$ cat src/rtl/order_strategy_engine_if.sv
// Quote feed and trade report bundle between the LFSR price source and the strategy engine.
// trade_valid is a one-cycle fill pulse with no backpressure; the fill fields hold between pulses.
interface order_strategy_engine_if;
    logic [7:0]  buy_price;
    logic [7:0]  sell_price;
    logic        trade_valid;
    logic        trade_side;
    logic [7:0]  trade_price;
    logic        long_pos;
    logic [7:0]  entry_price;
    logic [15:0] pnl;
    logic [15:0] trade_count;
    logic [1:0]  state;

    modport slave (
        input  buy_price, sell_price,
        output trade_valid, trade_side, trade_price, long_pos,
               entry_price, pnl, trade_count, state
    );

    modport master (
        output buy_price, sell_price,
        input  trade_valid, trade_side, trade_price, long_pos,
               entry_price, pnl, trade_count, state
    );
endinterface

$ cat src/rtl/order_strategy_engine.sv
// Single-unit long-only strategy: buys at the ask below a threshold, sells at the bid on
// take-profit or stop-loss, then ignores a fixed number of new quotes before re-arming.
module order_strategy_engine #(
    parameter int BUY_THRESH  = 60,
    parameter int TAKE_PROFIT = 8,
    parameter int STOP_LOSS   = 6,
    parameter int COOLDOWN_Q  = 2
) (
    input  logic                  clk,
    input  logic                  reset,
    order_strategy_engine_if.slave bus
);
    typedef enum logic [1:0] {
        ST_FLAT     = 2'd0,
        ST_LONG     = 2'd1,
        ST_COOLDOWN = 2'd2
    } state_t;

    localparam logic [8:0]  BUY9    = 9'(BUY_THRESH);
    localparam logic [8:0]  TP9     = 9'(TAKE_PROFIT);
    localparam logic [8:0]  SL9     = 9'(STOP_LOSS);
    localparam logic [15:0] CD_INIT = 16'(COOLDOWN_Q);

    logic [7:0]  q_bid, q_ask;
    logic        q_new, seen;

    state_t      state_r, state_n;
    logic [7:0]  entry_r, entry_n;
    logic        long_r, long_n;
    logic [15:0] pnl_r, pnl_n;
    logic [15:0] count_r, count_n;
    logic [15:0] cd_r, cd_n;
    logic        tv_r, tv_n;
    logic        side_r, side_n;
    logic [7:0]  price_r, price_n;

    logic [8:0]  diff;
    logic [16:0] pnl_sum;
    logic [15:0] pnl_sat;
    logic [15:0] count_inc;
    logic        tp_hit, sl_hit;

    // Quote stage: the first sample after reset is always treated as new.
    always_ff @(posedge clk) begin
        if (reset) begin
            q_bid <= 8'd0;
            q_ask <= 8'd0;
            seen  <= 1'b0;
            q_new <= 1'b0;
        end else begin
            q_bid <= bus.buy_price;
            q_ask <= bus.sell_price;
            seen  <= 1'b1;
            q_new <= !seen || (bus.buy_price != q_bid) || (bus.sell_price != q_ask);
        end
    end

    // All price comparisons are 9 bits wide so entry + offset cannot wrap.
    always_comb begin
        tp_hit    = {1'b0, q_bid} >= ({1'b0, entry_r} + TP9);
        sl_hit    = ({1'b0, q_bid} + SL9) <= {1'b0, entry_r};
        diff      = {1'b0, q_bid} - {1'b0, entry_r};
        pnl_sum   = {pnl_r[15], pnl_r} + {{8{diff[8]}}, diff};
        if (pnl_sum[16] != pnl_sum[15]) begin
            pnl_sat = pnl_sum[16] ? 16'h8000 : 16'h7FFF;
        end else begin
            pnl_sat = pnl_sum[15:0];
        end
        count_inc = (count_r == 16'hFFFF) ? count_r : count_r + 16'd1;
    end

    always_comb begin
        state_n = state_r;
        entry_n = entry_r;
        long_n  = long_r;
        pnl_n   = pnl_r;
        count_n = count_r;
        cd_n    = cd_r;
        tv_n    = 1'b0;
        side_n  = side_r;
        price_n = price_r;
        if (q_new) begin
            case (state_r)
                ST_FLAT: begin
                    if ({1'b0, q_ask} <= BUY9) begin
                        tv_n    = 1'b1;
                        side_n  = 1'b0;
                        price_n = q_ask;
                        entry_n = q_ask;
                        long_n  = 1'b1;
                        count_n = count_inc;
                        state_n = ST_LONG;
                    end
                end
                ST_LONG: begin
                    if (tp_hit || sl_hit) begin
                        tv_n    = 1'b1;
                        side_n  = 1'b1;
                        price_n = q_bid;
                        pnl_n   = pnl_sat;
                        entry_n = 8'd0;
                        long_n  = 1'b0;
                        count_n = count_inc;
                        cd_n    = CD_INIT;
                        state_n = (CD_INIT == 16'd0) ? ST_FLAT : ST_COOLDOWN;
                    end
                end
                ST_COOLDOWN: begin
                    // The quote that empties the counter is consumed, not evaluated.
                    cd_n = (cd_r == 16'd0) ? 16'd0 : cd_r - 16'd1;
                    if (cd_r <= 16'd1) begin
                        state_n = ST_FLAT;
                    end
                end
                default: state_n = ST_FLAT;
            endcase
        end
    end

    always_ff @(posedge clk) begin
        if (reset) begin
            state_r <= ST_FLAT;
            entry_r <= 8'd0;
            long_r  <= 1'b0;
            pnl_r   <= 16'd0;
            count_r <= 16'd0;
            cd_r    <= 16'd0;
            tv_r    <= 1'b0;
            side_r  <= 1'b0;
            price_r <= 8'd0;
        end else begin
            state_r <= state_n;
            entry_r <= entry_n;
            long_r  <= long_n;
            pnl_r   <= pnl_n;
            count_r <= count_n;
            cd_r    <= cd_n;
            tv_r    <= tv_n;
            side_r  <= side_n;
            price_r <= price_n;
        end
    end

    assign bus.trade_valid = tv_r;
    assign bus.trade_side  = side_r;
    assign bus.trade_price = price_r;
    assign bus.long_pos    = long_r;
    assign bus.entry_price = entry_r;
    assign bus.pnl         = pnl_r;
    assign bus.trade_count = count_r;
    assign bus.state       = state_r;
endmodule

$ cat src/flat_wrapper.sv
// flat-port wrapper written by rule: the top's interface ports become plain ports
module order_strategy_engine_flat 
#(
    parameter int BUY_THRESH  = 60,
    parameter int TAKE_PROFIT = 8,
    parameter int STOP_LOSS   = 6,
    parameter int COOLDOWN_Q  = 2
)
  (clk, reset, bus_buy_price, bus_sell_price, bus_trade_valid, bus_trade_side, bus_trade_price, bus_long_pos, bus_entry_price, bus_pnl, bus_trade_count, bus_state);
  order_strategy_engine_if bus_i ();
  input  logic clk;
  input  logic reset;
  input wire logic [$bits(bus_i.buy_price)-1:0] bus_buy_price;
  input wire logic [$bits(bus_i.sell_price)-1:0] bus_sell_price;
  output wire logic [$bits(bus_i.trade_valid)-1:0] bus_trade_valid;
  output wire logic [$bits(bus_i.trade_side)-1:0] bus_trade_side;
  output wire logic [$bits(bus_i.trade_price)-1:0] bus_trade_price;
  output wire logic [$bits(bus_i.long_pos)-1:0] bus_long_pos;
  output wire logic [$bits(bus_i.entry_price)-1:0] bus_entry_price;
  output wire logic [$bits(bus_i.pnl)-1:0] bus_pnl;
  output wire logic [$bits(bus_i.trade_count)-1:0] bus_trade_count;
  output wire logic [$bits(bus_i.state)-1:0] bus_state;
  assign bus_i.buy_price = bus_buy_price;
  assign bus_i.sell_price = bus_sell_price;
  assign bus_trade_valid = bus_i.trade_valid;
  assign bus_trade_side = bus_i.trade_side;
  assign bus_trade_price = bus_i.trade_price;
  assign bus_long_pos = bus_i.long_pos;
  assign bus_entry_price = bus_i.entry_price;
  assign bus_pnl = bus_i.pnl;
  assign bus_trade_count = bus_i.trade_count;
  assign bus_state = bus_i.state;
  order_strategy_engine #(.BUY_THRESH(BUY_THRESH), .TAKE_PROFIT(TAKE_PROFIT), .STOP_LOSS(STOP_LOSS), .COOLDOWN_Q(COOLDOWN_Q)) u_core (.clk(clk), .reset(reset), .bus(bus_i));
endmodule
$ cat config.mk
export PLATFORM = sky130hd
export DESIGN_NAME = order_strategy_engine_flat
export DESIGN_NICKNAME = d
export VERILOG_FILES = /design/src/rtl/order_strategy_engine_if.sv /design/src/rtl/order_strategy_engine.sv /design/src/flat_wrapper.sv
export SDC_FILE = /design/constraint.sdc
export NUM_CORES = 1
export LEC_CHECK = 0
export ABC_AREA = 1
export CAP_MARGIN = 40
export CORE_ASPECT_RATIO = 0.7
export CORE_MARGIN = 3
export CORE_UTILIZATION = 25
export CTS_CLUSTER_SIZE = 40
export DETAILED_ROUTE_END_ITERATION = 8
export GPL_TIMING_DRIVEN = 1
export MAX_ROUTING_LAYER = met4
export SYNTH_ARGS = -nofsm -noshare
export SYNTH_HDL_FRONTEND = slang
export SYNTH_SLANG_ARGS = --single-unit
$ cat constraint.sdc
create_clock -name clk -period 4.6 [get_ports clk]
set_input_delay 0.69 -clock clk [delete_from_list [all_inputs] [get_ports clk]]
set_output_delay 0.69 -clock clk [all_outputs]
set_load 0.005 [all_outputs]
# After elaboration in Yosys (flattened, before gate mapping)
# Cells that the tools add are included.
dict set report word_totals {
  ff_bits 87
  input_bits 18
  output_inout_bits 53
  word_cells 74
}
dict set report op_classes {
  n_addsub 6
  n_lt_le_gt_ge 4
  n_eq_ne 9
  muxes 28
  n_bitwise 1
  reduce_logical 13
}
# operator n
set ops {}
lappend ops {{16-bit 2-to-1 mux} 7}
lappend ops {{16-bit case mux with 2 select lines} 2}
lappend ops {{8-bit case mux with 2 select lines} 2}
lappend ops {{8-bit 2-to-1 mux} 3}
lappend ops {{16-bit by 9-bit adder with 17-bit output} 1}
lappend ops {{16-bit by 1-bit adder with 16-bit output (second input constant)} 1}
lappend ops {{16-bit == test (second input constant)} 1}
lappend ops {{16-bit by 1-bit <= comparator with 1-bit output (second input constant)} 1}
lappend ops {{16-bit zero test} 1}
lappend ops {{8-bit inequality test} 2}
lappend ops {{16-bit by 1-bit subtractor with 16-bit output (second input constant)} 1}
lappend ops {{8-bit by 3-bit adder with 9-bit output (second input constant)} 1}
lappend ops {{8-bit by 4-bit adder with 9-bit output (second input constant)} 1}
lappend ops {{8-bit by 9-bit greater-or-equal comparator with 1-bit output} 1}
lappend ops {{9-bit by 8-bit <= comparator with 1-bit output} 1}
lappend ops {{8-bit by 8-bit subtractor with 9-bit output} 1}
lappend ops {{8-bit by 6-bit <= comparator with 1-bit output (second input constant)} 1}
lappend ops {{4-bit AND reduction} 2}
lappend ops {{1-bit 2-to-1 mux} 7}
lappend ops {{2-bit 2-to-1 mux} 3}
lappend ops {{2-bit by 1-bit inequality test with 1-bit output (second input constant)} 3}
lappend ops {{1-bit case mux with 2 select lines} 3}
lappend ops {{2-bit case mux with 3 select lines} 1}
lappend ops {{3-bit AND reduction} 2}
lappend ops {{other kinds (9)} 12}

# Logic depth before layout (Yosys ltp)
# Gate-level depths: netlist of run 1.
dict set report logic_depth {
  ltp_word 5
  depth_mapped 26
  ltp_nobuf 25
}

# Worst setup path after synthesis of run 1
# OpenSTA, ideal clock, no wires.
dict set report synth_timing {
  path_kind {register to register}
  start {reg u_core.q_bid[0]}
  end {reg u_core.pnl_r[13] (netlist: u_core.bus.pnl[13])}
  setup_ns 0.119
  arrival_time_ns 3.360
  t_required_ns 4.481
  path_slack_ns 1.121
  stages_incl_launch_ff 22
  path_buffers 0
  synth_period_minus_slack_ns 3.479
  cell_sequence {dfxtp_1 inv_1 ha_1 fa_1 o31ai_1 a21oi_1 o21ai_0 a21o_1 a21oi_1 ha_1 nand2_1 nand2_1 nand2_1 nand2_1 a21oi_1 nand2_1 nand2_1 nand2_1 nand2_1 nand4_2 inv_1 a21oi_1}
}
dict set report synth_between {
  elab_chain_cells 4
  elab_cells_between_ends 10
  classes_between {add/sub: 3; order compare: 2; eq/ne: 1; mux: 2; reduce/logical: 2}
}
# element line
set synth_lines {}
lappend synth_lines {{start: declaration} order_strategy_engine.sv:24} ;# logic [7:0] q_bid, q_ask;
lappend synth_lines {{start signal: assignment} order_strategy_engine.sv:51} ;# q_bid <= bus.buy_price;
lappend synth_lines {{8-bit by 8-bit subtractor with 9-bit output or 8-bit by 3-bit adder with 9-bit output (tied branches)} {order_strategy_engine.sv:62, order_strategy_engine.sv:61}}
lappend synth_lines {{16-bit by 9-bit adder with 17-bit output or 9-bit by 8-bit <= comparator with 1-bit output (tied branches)} {order_strategy_engine.sv:63, order_strategy_engine.sv:61}}
lappend synth_lines {{16-bit 2-to-1 mux (tied with other cells)} order_strategy_engine.sv:65} ;# pnl_sat = pnl_sum[16] ? 16'h8000 : 16'h7FFF;
lappend synth_lines {{16-bit 2-to-1 mux or 3-bit AND reduction (tied branches)} n/a}
lappend synth_lines {{end signal: assignment} order_strategy_engine.sv:135} ;# pnl_r <= pnl_n;
lappend synth_lines {{end: declaration} order_strategy_engine.sv:30} ;# logic [15:0] pnl_r, pnl_n;
# Parallel ways exist; a longest one is shown, timed or not.
# A chain may end at the register's enable or synchronous reset.

# Worst setup path in the final report of run 1
# Same ends and word-level chain as after synthesis.

==> impl_results.rst, run 1 <==
.. list-table::
   :header-rows: 1

   * - Metric
     - Value
   * - Hold worst-path end
     - u_core.cd_r[1]
   * - Total length of routed wires
     - 16100 µm
   * - Final count of pins violating max slew
     - 0
   * - Clock latency at the later pin of the worst-skew pair
     - 350 ps
   * - TritonCTS clock tree
     - yes
   * - Cell-by-cell listing of the critical path
     - inv_1, ha_1, fa_1, o31ai_1, a21oi_1, o21ai_0, a21o_1, a21oi_2, ha_1, nand2_1, nand2_1, nand2_1, nand2_1, a21oi_1, nand2_1, nand2_1, nand2_1, nand2_1, nand4_2, inv_1, a21oi_1
   * - Post-layout net count
     - 1024
   * - Number of instances in the synthesized netlist
     - 898
   * - Final RePlAce weighted congestion
     - approximately 0.86
   * - CTS Buf Count
     - 9
   * - 1st-iter DRT viols
     - just under 300
   * - Worst endpoint data arrival time
     - approximately 4300 ps
   * - Final worst path period need
     - slightly above 4000 ps
   * - Start point of the worst min-delay path
     - u_core.cd_r[1]
   * - Number of global-route vias before repair
     - 5045
   * - MaxCap Viol Count
     - 0
   * - I/O pins
     - 71
   * - Clock transition at path regs
     - 70 ps
   * - Global Route met2 Usage
     - between 10% and 20%
   * - Number of DRC violations after detailed routing
     - 0
   * - Setup TNS
     - 0 ps
   * - Number of stages on the worst hold path
     - 2
   * - GR peak layer
     - met1
   * - Final instance count without filler cells
     - between 1000 and 1500
   * - Remaining max-slew budget at the tightest pin
     - 45.9%
   * - Core Footprint
     - between 0.02 and 0.025 mm²
   * - Bufs and invs on worst path
     - 2
   * - Cell family with most CP delay
     - compound AO/OA/AOI/OAI gates
   * - Cells after DPL
     - between 1000 and 1500
   * - Antenna violation net count after detailed routing
     - 0
   * - Max clock buf depth
     - 2
   * - Fin crit share
     - between 80% and 90%
   * - Clk_skew
     - around 8.4 ps
   * - Outcome
     - finished clean
   * - Endpoint type of the worst setup path
     - flop
   * - Number of antenna diodes
     - 0
   * - Die area
     - around 0.026 mm²
   * - Global-route usage over all layers
     - between 10 and 15%
   * - P per Cell Area
     - 326 mW/mm²
   * - Relative area change from synthesis to final layout
     - 22.4%
   * - Worst Reg-to-Reg Cells
     - 21
   * - Dominant cell type by count on the critical path
     - nand2_1
   * - Highest ir drop seen on vdd
     - about 0.00016 V
   * - Detail Placement HPWL
     - about 12000 µm
   * - Number of sinks handled by clock tree synthesis
     - 87
   * - Syn nets
     - between 900 and 1000
   * - Minimum setup slack among reg-to-reg paths
     - roughly 500 ps
   * - Synthesis-stage register bit count
     - 87
   * - Cell type of the slowest stage on the worst timing path
     - fa_1
   * - Gr ovfl total
     - 0
   * - Number of hold violations in the final report
     - 0
   * - Synthesized cell area
     - between 0.005 and 0.006 mm²
   * - Number of different library cells in the post-synthesis netlist
     - 40
   * - Wire per inst
     - ~13 µm
   * - Die Y
     - 135 µm
   * - Vias per std cell
     - roughly 4.3
   * - Initial core utilization
     - ~26%
   * - Worst-Margin Slew
     - approximately 800 ps
   * - Data required, critical path
     - 4840 ps
   * - Number of antenna violations at the first check in global routing
     - 0
   * - Yosys synthesis warning count
     - 0
   * - Type of the most critical hold path
     - reg -> reg
   * - Proportion of synthesized chip area in sequential cells
     - between 20% and 30%
   * - Clk root buf
     - clkbuf_16
   * - Iteration count of the initial detailed-routing pass
     - 5
   * - Vias
     - 5545
   * - DIE WIDTH
     - around 190 µm
   * - Maximum single-stage delay on the critical path
     - between 400 and 500 ps
   * - Highest fanout seen on the critical path
     - 10
   * - Number of setup violations in the final report
     - 0
   * - Setup repair after global routing missed its margin
     - no
   * - Static leakage
     - 3.31 nW
   * - Type of the setup path with the least slack
     - reg -> reg
   * - Worst r2r src
     - u_core.q_bid[0]
   * - Kind of launch point of the worst setup path
     - flop
   * - GR Util met3
     - 2.65%
   * - # port buffers
     - 70
   * - Global-route wire length before repair
     - approximately 26000 µm
   * - Global-route track usage on met1
     - a little under a fifth
   * - Maximum clock frequency
     - about 0.24 GHz
   * - CTS Hold Buffers Added
     - 0
   * - Crit Reg-Reg Endpoint
     - u_core.bus.pnl[13]
   * - FP Rows
     - 46
   * - Pin count of the biggest net entering global routing
     - 68
   * - Fraction of final layout cells sized beyond drive strength 1
     - between 5 and 6%
   * - Syn avg cell area
     - between 6 and 7 µm²
   * - Number of H-tree branching levels
     - 3
## worst register-to-register path: cells and delay by family, from the launching register on
family          cells  cell delay (ps)
fa+ha+maj           3             1000
buf+inv             2              320
compound gates      7             1400
flops               1              360
simple gates        9              930
## per-layer routing
layer  part of all wire [%]  vias to the layer above
met5                      0                        -
li1                       -                     2976
met2                     41                      103
met3                    3.9                       11
met1                     55                     2455
met4                   0.85                        0
## cells in the mapped netlist, drive strengths merged
library cell / number / share of area [%]
nand2: 256 / 17
inv: 139 / 8.8
a21oi: 96 / 8.5
nor2: 88 / 5.9
dfxtp: 87 / 29
ha: 43 / 9.1
nand3: 39 / 4.1
xor2: 30 / 4.4
o21ai: 23 / 1.9
nand4: 20 / 2.2
xnor2: 19 / 2.8
nor3: 14 / 1.2
buf: 13 / 1.6
clkbuf: 11 / 0.70
o22ai: 3 / 0.32
a21o: 2 / 0.25
a31oi: 2 / 0.21
fa: 2 / 0.67
nor4: 2 / 0.21
o211ai: 2 / 0.25
a211oi: 1 / 0.13
a21boi: 1 / 0.13
a221oi: 1 / 0.15
nand3b: 1 / 0.13
o21bai: 1 / 0.13
o31ai: 1 / 0.13
or2: 1 / 0.11
## registers in the layout, summed over array words and instances (netlist names)
name,flops
u_core.bus.pnl,16
u_core.bus.trade_count,16
u_core.cd_r,16
u_core.bus.entry_price,8
u_core.bus.trade_price,8
u_core.q_ask,8
u_core.q_bid,8
u_core.bus.state,2
u_core.bus.long_pos,1
u_core.bus.trade_side,1
u_core.bus.trade_valid,1
u_core.q_new,1
u_core.seen,1
## power breakdown
part	total [W]	switching, W	internal (W)
clock	0.000827	0.000343	0.000484
combinational	0.000701	0.000429	0.000271
sequential	0.000840	0.0000443	0.000796
## final cells by class
class                           count  area (µm²)
Clock buffer                        9         225
Clock inverter                      7         105
Fill cell                        2455       15700
Inverter                          139         522
Multi-Input combinational cell    648        3540
Sequential cell                    87        1740
Tap cell                          312         390
Timing Repair Buffer               76         741
## through the flow
stage	setup WS (ps)	hold WS [ps]	utilization [%]	area [µm²]	power, W
finish	496	467	31.6	7260	0.00237
global route	104	493	31.6	7260	0.00252
CTS	296	473	31.6	7260	0.00240
detailed placement	340	457	30.2	6930	0.00156
global placement	479	451	30.2	6930	0.00155
floorplan	1120	443	-	5940	0.00136
## placed cells by master, fill, tap and decap left out, types with 3 or more instances in the layout
cell type and instances:
nor2_1 83, xnor2_1 19, ha_1 43, nand4_1 19
nand3_1 32, o22ai_1 3, nor3_1 14, o21ai_0 19
inv_2 4, a21oi_2 8, nor2_2 3, buf_4 6
clkbuf_16 9, dfxtp_1 87, nand2_1 248, clkdlybuf4s50_1 69
xor2_1 30, a21oi_1 88, inv_1 135, nand2_2 8
o21ai_1 4, nand3_2 5
## cell families (layout without fill, tap and decap cells)
| logic type | after synthesis | count (layout) | share of synthesized area [%] |
|---|---|---|---|
| XOR/XNOR | 49 | 49 | 7.23 |
| adder cells (fa/ha/maj) | 45 | 45 | 9.74 |
| buffers and inverters | 163 | 231 | 11.1 |
| AND/OR/NAND/NOR | 421 | 421 | 30.4 |
| AO/OA/AOI/OAI | 133 | 133 | 12.2 |
| flip-flops | 87 | 87 | 29.3 |
## worst max path at each step
| stage | startpoint | endpoint | slack (ps) | cells after the start |
|---|---|---|---|---|
| floorplan | u_core.q_bid[0] | u_core.bus.pnl[13] | 1120 | 21 |
| global placement | u_core.q_bid[0] | u_core.bus.pnl[11] | 480 | 21 |
| detailed placement | u_core.bus.entry_price[3] | u_core.bus.pnl[3] | 340 | 21 |
| CTS | u_core.bus.entry_price[3] | u_core.bus.pnl[14] | 300 | 21 |
| global route | u_core.bus.entry_price[3] | u_core.bus.pnl[13] | 100 | 21 |
| finish | u_core.q_bid[0] | u_core.bus.pnl[13] | 500 | 21 |
## what timing repair did
action | 4_1_cts | 5_1_grt
endpoints found under the setup margin | 0 | 15
buffers inserted | 0 | 0
gates resized for setup | 0 | 1
(Power assumes the default switching activity.)
==> run 2: changes to the inputs <==
--- a/config.mk
+++ b/config.mk
@@ -14,6 +14,7 @@
 export DETAILED_ROUTE_END_ITERATION = 8
 export GPL_TIMING_DRIVEN = 1
 export MAX_ROUTING_LAYER = met4
+export REMOVE_ABC_BUFFERS = 1
 export SYNTH_ARGS = -nofsm -noshare
 export SYNTH_HDL_FRONTEND = slang
 export SYNTH_SLANG_ARGS = --single-unit
==> constraint.sdc (replaced) <==
create_clock -name clk -period 4.1 [get_ports clk]
set_input_delay 0.615 -clock clk [delete_from_list [all_inputs] [get_ports clk]]
set_output_delay 0.615 -clock clk [all_outputs]
set_load 0.005 [all_outputs]
==> impl_results.rst, run 2 (synthesis gave the netlist of run 1 again) <==
.. list-table::
   :header-rows: 1

   * - Metric
     - Value
   * - Leading cell types in the layout, fill and taps excluded
     - nand2_1, inv_1, a21oi_1, dfxtp_1, nor2_1
   * - Static leakage
     - 3.35 nW (+1.1%)
   * - Global-route wire length before repair
     - 26900 µm (+2.9%)
   * - Clock latency at the later pin of the worst-skew pair
     - 350 ps (about the same)
   * - Clk_skew
     - 8.76 ps (+0.401 ps)
   * - Number of hold violations in the final report
     - 0 (unchanged)
   * - Fillers
     - 2472 (+0.69%)
   * - Setup TNS
     - 0 ps (unchanged)
   * - Maximum single-stage delay on the critical path
     - 460 ps (+50 ps)
   * - Initial core utilization
     - 25.8% (unchanged)
   * - Number of global-route vias before repair
     - 5168 (+2.4%)
   * - Hold worst-path end
     - u_core.bus.trade_side
   * - GR peak layer
     - met1
   * - Detail Placement HPWL
     - 12600 µm (+3.0%)
   * - Data required, critical path
     - 4300 ps (-540 ps)
   * - Max clock buf depth
     - 2 (unchanged)
   * - Die Y
     - 135 µm (unchanged)
   * - Post-CTS setup buffer count
     - 0 (unchanged)
   * - Worst r2r src
     - u_core.q_bid[0]
   * - Remaining max-slew budget at the tightest pin
     - 45.6% (-0.30 points)
   * - Start point of the worst min-delay path
     - u_core.bus.trade_side
   * - Type of the most critical hold path
     - reg -> reg
   * - Hold Worst Slack
     - 468 ps (+0.372 ps)
   * - Highest fanout seen on the critical path
     - 9 (-1)
   * - Number of H-tree branching levels
     - 3 (unchanged)
   * - FP Rows
     - 46 (unchanged)
   * - Clock transition at path regs
     - 70 ps (about the same)
   * - Number of antenna diodes
     - 0 (unchanged)
   * - Final worst path period need
     - 3810 ps (-293 ps)
   * - Relative area change from synthesis to final layout
     - 23.4%
   * - Iteration count of the initial detailed-routing pass
     - 5 (unchanged)
   * - Crit path setup slack, layout
     - 289 ps (-207 ps)
   * - Gr ovfl total
     - 0 (unchanged)
   * - GR Util met3
     - 3.14% (+0.49 points)
   * - Kind of launch point of the worst setup path
     - flop
   * - Number of stages on the worst hold path
     - 2 (unchanged)
   * - Number of sinks handled by clock tree synthesis
     - 87 (unchanged)
   * - Final count of pins violating max slew
     - 0 (unchanged)
   * - Overall power of the completed layout
     - 0.00260 W (+10%)
   * - MaxCap Viol Count
     - 0 (unchanged)
   * - Fin crit share
     - 93.0% (+3.7 points)
   * - Number of antenna violations at the first check in global routing
     - 0 (unchanged)
   * - Cell family with most CP delay
     - adder cells
   * - Fraction of final layout cells sized beyond drive strength 1
     - 6.98% (+1.1 points)
   * - Clk root buf
     - clkbuf_16
   * - TritonCTS clock tree
     - yes
   * - Number of DRC violations after detailed routing
     - 0 (unchanged)
   * - Dominant cell type by count on the critical path
     - nand2_1
   * - 1st-iter DRT viols
     - 351 (+21%)
   * - Worst-Margin Slew
     - 816 ps (+4.54 ps)
   * - Endpoint type of the worst setup path
     - flop
   * - Total length of routed wires
     - 16800 µm (+4.8%)
   * - Pin count of the biggest net entering global routing
     - 68 (unchanged)
   * - Post-layout net count
     - 1034 (+0.98%)
   * - Type of the setup path with the least slack
     - reg -> reg
   * - Highest ir drop seen on vdd
     - 0.000157 V (-3.2%)
   * - Core Footprint
     - 0.0230 mm² (unchanged)
   * - # port buffers
     - 70 (unchanged)
   * - Cell-by-cell listing of the critical path
     - inv_1, ha_1, fa_1, o31ai_4, a21oi_1, o21ai_1, buf_4, xnor2_1, inv_1, ha_1, nand2_1, inv_1, a21oi_1, nand2_1, nand2_1, nand2_1, nand2_1, nand2_1, nand2_1, nand4_2, buf_4, nand2_1, a21oi_1
   * - Maximum clock frequency
     - 0.262 GHz (+7.7%)
   * - Worst endpoint data arrival time
     - 4010 ps (-330 ps)
   * - I/O pins
     - 71 (unchanged)
   * - Setup Slack @ Placement
     - 57.3 ps (-283 ps)
   * - Die area
     - 0.0257 mm² (unchanged)
   * - Outcome
     - finished clean
   * - Global-route usage over all layers
     - 13.4% (+0.48 points)
   * - Minimum setup slack among reg-to-reg paths
     - 290 ps (-210 ps)
   * - Antenna violation net count after detailed routing
     - 0 (unchanged)
   * - Crit Reg-Reg Endpoint
     - u_core.bus.pnl[7]
   * - Global-route track usage on met1
     - 20.2% (+1.3 points)
   * - P per Cell Area
     - 356 mW/mm² (+9.1%)
   * - Cell type of the slowest stage on the worst timing path
     - fa_1
   * - Number of setup violations in the final report
     - 0 (unchanged)
   * - DIE WIDTH
     - 190 µm (unchanged)
   * - Wire per inst
     - 13.1 µm (+4.2%)
   * - Worst Reg-to-Reg Cells
     - 23 (+9.5%)
   * - Vias per std cell
     - 4.40 (+1.3%)
   * - Most common cell after layout, fill and taps aside
     - nand2_1
   * - Vias
     - 5654 (+2.0%)
   * - Global Route met2 Usage
     - 18.1% (-0.42 points)
   * - Bufs and invs on worst path
     - 5 (+3)
   * - Final RePlAce weighted congestion
     - 0.899 (+4.5%)
   * - CTS Buf Count
     - 9 (unchanged)
-- run 2: changes by cell type in the layout (fill, tap and decap cells not counted), sizes merged --
cell / delta
clkinvlp: +1
clkinv: -1
inv: -1
buf: +10
bufinv: -1
-- run 2: worst max-delay path by stage --
stage,startpoint,endpoint,slack [ps],cells past startpoint
after floorplan,u_core.q_bid[0],u_core.bus.pnl[13],610,21
after global placement,u_core.q_bid[0],u_core.bus.pnl[12],210,22
after detailed placement,u_core.q_bid[0],u_core.bus.pnl[12],60,22
after CTS,u_core.q_bid[0],u_core.bus.pnl[7],40,22
after global routing,u_core.q_bid[0],u_core.bus.pnl[4],-50,23
final,u_core.q_bid[0],u_core.bus.pnl[7],290,23
-- run 2: cell type report --
| type | instances | area (µm²) | area share, % |
|---|---|---|---|
| sequential | 87 | 1740 | 23.8 |
| multi-input combinational | 648 | 3570 | 48.7 |
| tap | 312 | 390 | 5.33 |
| timing repair buffer | 86 | 816 | 11.1 |
| clock buffer | 9 | 225 | 3.08 |
| clock inverter | 5 | 58.8 | 0.803 |
| inverter | 139 | 522 | 7.12 |
-- run 2: power by group --
group	internal (W)	switching [W]	total, W
Combinational	0.000322	0.000512	0.000834
Sequential	0.000893	0.0000454	0.000939
Clock	0.000467	0.000364	0.000831
Total	0.00168	0.000922	0.00260
-- run 2: what timing repair did --
item / 4_1_cts / 5_1_grt
setup endpoints to repair: 0 / 16
gates resized for setup: 0 / 7
hold buffers: 0 / 0
hold endpoints to repair: 0 / 0
-- run 2: through the flow --
step                util [%]  cells  area, µm²
floorplan                  -    874       5800
global placement        30.5   1272       7010
detailed placement      30.5   1272       7010
CTS                     31.7   1286       7290
global route            31.9   1286       7320
finish                  31.9   1286       7320
-- run 2: worst register-to-register path, cell delays in order, from the launching register on --
cell and delay [ps]:
dfxtp_1 350, inv_1 60, ha_1 200, fa_1 460
o31ai_4 310, a21oi_1 120, o21ai_1 190, buf_4 140
xnor2_1 100, inv_1 60, ha_1 340, nand2_1 100
inv_1 70, a21oi_1 150, nand2_1 140, nand2_1 110
nand2_1 50, nand2_1 60, nand2_1 80, nand2_1 140
nand4_2 110, buf_4 200, nand2_1 60, a21oi_1 60
-- run 2: layer usage --
metal	up-vias	part of all wire [%]
li1	2992	-
met1	2538	55
met2	113	39
met3	11	5.1
met4	0	0.88
met5	-	0
==> run 3: changes to the inputs <==
--- a/config.mk
+++ b/config.mk
@@ -9,11 +9,12 @@
 export CAP_MARGIN = 40
 export CORE_ASPECT_RATIO = 0.7
 export CORE_MARGIN = 3
-export CORE_UTILIZATION = 25
+export CORE_UTILIZATION = 50
 export CTS_CLUSTER_SIZE = 40
 export DETAILED_ROUTE_END_ITERATION = 8
 export GPL_TIMING_DRIVEN = 1
 export MAX_ROUTING_LAYER = met4
+export PLACE_DENSITY = 0.73
 export REMOVE_ABC_BUFFERS = 1
 export SYNTH_ARGS = -nofsm -noshare
 export SYNTH_HDL_FRONTEND = slang
==> impl_results.rst, run 3 (synthesis gave the netlist of run 1 again) <==
.. list-table::
   :header-rows: 1

   * - Metric
     - Value
   * - Outcome
     - finished clean
   * - Number of DRC violations after detailed routing
     - 0 (unchanged)
   * - I/O pins
     - 71 (unchanged)
   * - Fraction of final layout cells sized beyond drive strength 1
     - 7.37% (+0.39 points)
   * - Number of antenna diodes
     - 0 (unchanged)
   * - Setup Slack @ Placement
     - 5.12 ps (-52.2 ps)
   * - Number of H-tree branching levels
     - 3 (unchanged)
   * - Final instance count without filler cells
     - 1130 (-12%)
   * - Dominant cell type by count on the critical path
     - nand2_1
   * - DIE WIDTH
     - 136 µm (-28%)
   * - Static leakage
     - 3.35 nW (about the same)
   * - Leading cell types in the layout, fill and taps excluded
     - nand2_1, inv_1, a21oi_1, dfxtp_1, nor2_1
   * - Vias per std cell
     - 5.12 (+16%)
   * - Overall power of the completed layout
     - 0.00261 W (+0.43%)
   * - Pin count of the biggest net entering global routing
     - 68 (unchanged)
   * - Final count of pins violating max slew
     - 0 (unchanged)
   * - Data required, critical path
     - 4300 ps (about the same)
   * - Detail Placement HPWL
     - 10900 µm (-13%)
   * - Remaining max-slew budget at the tightest pin
     - 48.3% (+2.7 points)
   * - Fin crit share
     - 92.0% (-0.99 points)
   * - Register area
     - 0.00174 mm² (about the same)
   * - P per Cell Area
     - 365 mW/mm² (+2.6%)
   * - Die area
     - 0.0132 mm² (-48%)
   * - Cell-by-cell listing of the critical path
     - inv_1, ha_1, fa_1, o31ai_4, a21oi_1, o21ai_1, buf_4, xnor2_1, inv_1, ha_1, nand2_1, inv_1, a21oi_1, nand2_1, nand2_1, nand2_1, nand2_1, nand2_1, nor2_1, nor2_2, buf_4, nand2_1, a21oi_1
   * - Maximum single-stage delay on the critical path
     - 440 ps (-20 ps)
   * - Die Y
     - 97.2 µm (-28%)
   * - GR Util met3
     - 4.30% (+1.2 points)
   * - Final RePlAce weighted congestion
     - 0.934 (+3.9%)
   * - Final worst path period need
     - 3770 ps (-40.6 ps)
   * - Clk_skew
     - 8.79 ps (+0.0299 ps)
   * - Number of sinks handled by clock tree synthesis
     - 87 (unchanged)
   * - Number of global-route vias before repair
     - 4898 (-5.2%)
   * - Vias
     - 5780 (+2.2%)
   * - Max clock buf depth
     - 2 (unchanged)
   * - Clock latency at the later pin of the worst-skew pair
     - 350 ps (about the same)
   * - Worst Reg-to-Reg Cells
     - 23 (unchanged)
   * - Global-route track usage on met1
     - 34.6% (+14 points)
   * - Highest ir drop seen on vdd
     - 0.000225 V (+43%)
   * - Number of stages on the worst hold path
     - 2 (unchanged)
   * - Clock transition at path regs
     - 70 ps (about the same)
   * - Initial core utilization
     - 52.6% (+27 points)
   * - Global Route met2 Usage
     - 32.3% (+14 points)
   * - Worst endpoint data arrival time
     - 3970 ps (-40 ps)
   * - Antenna violation net count after detailed routing
     - 0 (unchanged)
   * - Maximum clock frequency
     - 0.265 GHz (+1.1%)
   * - FP Rows
     - 32 (-30%)
   * - Kind of launch point of the worst setup path
     - flop
   * - Global-route usage over all layers
     - 22.9% (+9.5 points)
   * - Total length of routed wires
     - 15100 µm (-10%)
   * - Bufs and invs on worst path
     - 5 (unchanged)
   * - Cells after DPL
     - 1113 (-13%)
   * - Cell family with most CP delay
     - adder cells
   * - Type of the most critical hold path
     - reg -> reg
   * - Crit path setup slack, layout
     - 329 ps (+40.6 ps)
   * - Most common cell after layout, fill and taps aside
     - nand2_1
   * - Iteration count of the initial detailed-routing pass
     - 5 (unchanged)
   * - Core Footprint
     - 0.0113 mm² (-51%)
   * - Post-layout net count
     - 1035 (+0.097%)
   * - Hold Worst Slack
     - 469 ps (+0.982 ps)
   * - Global-route wire length before repair
     - 24200 µm (-10%)
   * - CTS Hold Buffers Added
     - 0 (unchanged)
   * - GR peak layer
     - met1
   * - Footprint of the multi-input gates
     - 0.00359 mm² (+0.70%)
   * - Gr ovfl total
     - 0 (unchanged)
   * - Cell type of the slowest stage on the worst timing path
     - fa_1
   * - Relative area change from synthesis to final layout
     - 20.8%
   * - Fillers
     - 1054 (-57%)
   * - Stages on the worst setup path
     - 23 (unchanged)
   * - CTS Buf Count
     - 9 (unchanged)
   * - Number of antenna violations at the first check in global routing
     - 0 (unchanged)
   * - 1st-iter DRT viols
     - 411 (+17%)
   * - Wire per inst
     - 13.4 µm (+2.2%)
   * - Clk root buf
     - clkbuf_16
   * - # port buffers
     - 70 (unchanged)
   * - Highest fanout seen on the critical path
     - 8 (-1)
   * - Worst-Margin Slew
     - 775 ps (-41.1 ps)
   * - Number of hold violations in the final report
     - 0 (unchanged)
   * - TritonCTS clock tree
     - yes
   * - MaxCap Viol Count
     - 0 (unchanged)
   * - Type of the setup path with the least slack
     - reg -> reg
   * - Endpoint type of the worst setup path
     - flop
   * - Number of setup violations in the final report
     - 0 (unchanged)
[run 3: repair_timing]
| action | CTS | global route |
|---|---|---|
| setup buffers | 0 | 0 |
| pin swaps | 0 | 1 |
| gates resized for setup | 1 | 8 |
| cloned | 0 | 1 |
| endpoints found under the setup margin | 5 | 16 |
[run 3: power breakdown]
part           leakage (nW)  switching, W  internal [W]
Sequential            0.711     0.0000481      0.000893
Clock                 0.143      0.000374      0.000479
Combinational          2.50      0.000501      0.000320
Total                  3.35      0.000923       0.00169
[run 3: metal layers]
layer	share of wire, %	vias to the layer above
li1	-	2999
met1	52	2584
met2	41	186
met3	6.4	11
met4	0.52	0
met5	0	-
[run 3: path summary, 6_finish.rpt]
kind | from | to | slack (ps)
worst max-delay path | u_core.q_bid[0] | u_core.bus.pnl[7] | 330
worst min-delay path | u_core.bus.trade_side | u_core.bus.trade_side | 470
worst max register to register | u_core.q_bid[0] | u_core.bus.pnl[7] | 330
worst min register to register | u_core.bus.trade_side | u_core.bus.trade_side | 470
[run 3: worst register-to-register path: stages (launching register included)]
cell     delay [ps]
dfxtp_1         370
inv_1            70
ha_1            200
fa_1            440
o31ai_4         290
a21oi_1         110
o21ai_1         180
buf_4           140
xnor2_1         100
inv_1            70
ha_1            320
nand2_1         100
inv_1            70
a21oi_1         140
nand2_1         130
nand2_1         130
nand2_1          70
nand2_1          60
nand2_1          90
nor2_1          160
nor2_2           80
buf_4           170
nand2_1          70
a21oi_1          60
[run 3: cell type report]
class                   count  share of cell area [%]
multi-input cells         649                    50.1
inverters                 139                    7.28
clock inverters             7                    1.12
repair buffers             86                    11.4
clock buffers               9                    3.14
well taps                 153                    2.67
flip-flops and latches     87                    24.3
[run 3: metrics by stage]
step                TNS, ps  utilization [%]  instance area, µm²
global route          -60.9             63.5                7170
global placement          0             60.3                6810
floorplan                 0                -                5800
CTS                       0             63.1                7120
detailed placement        0             60.3                6810
finish                    0             63.5                7170
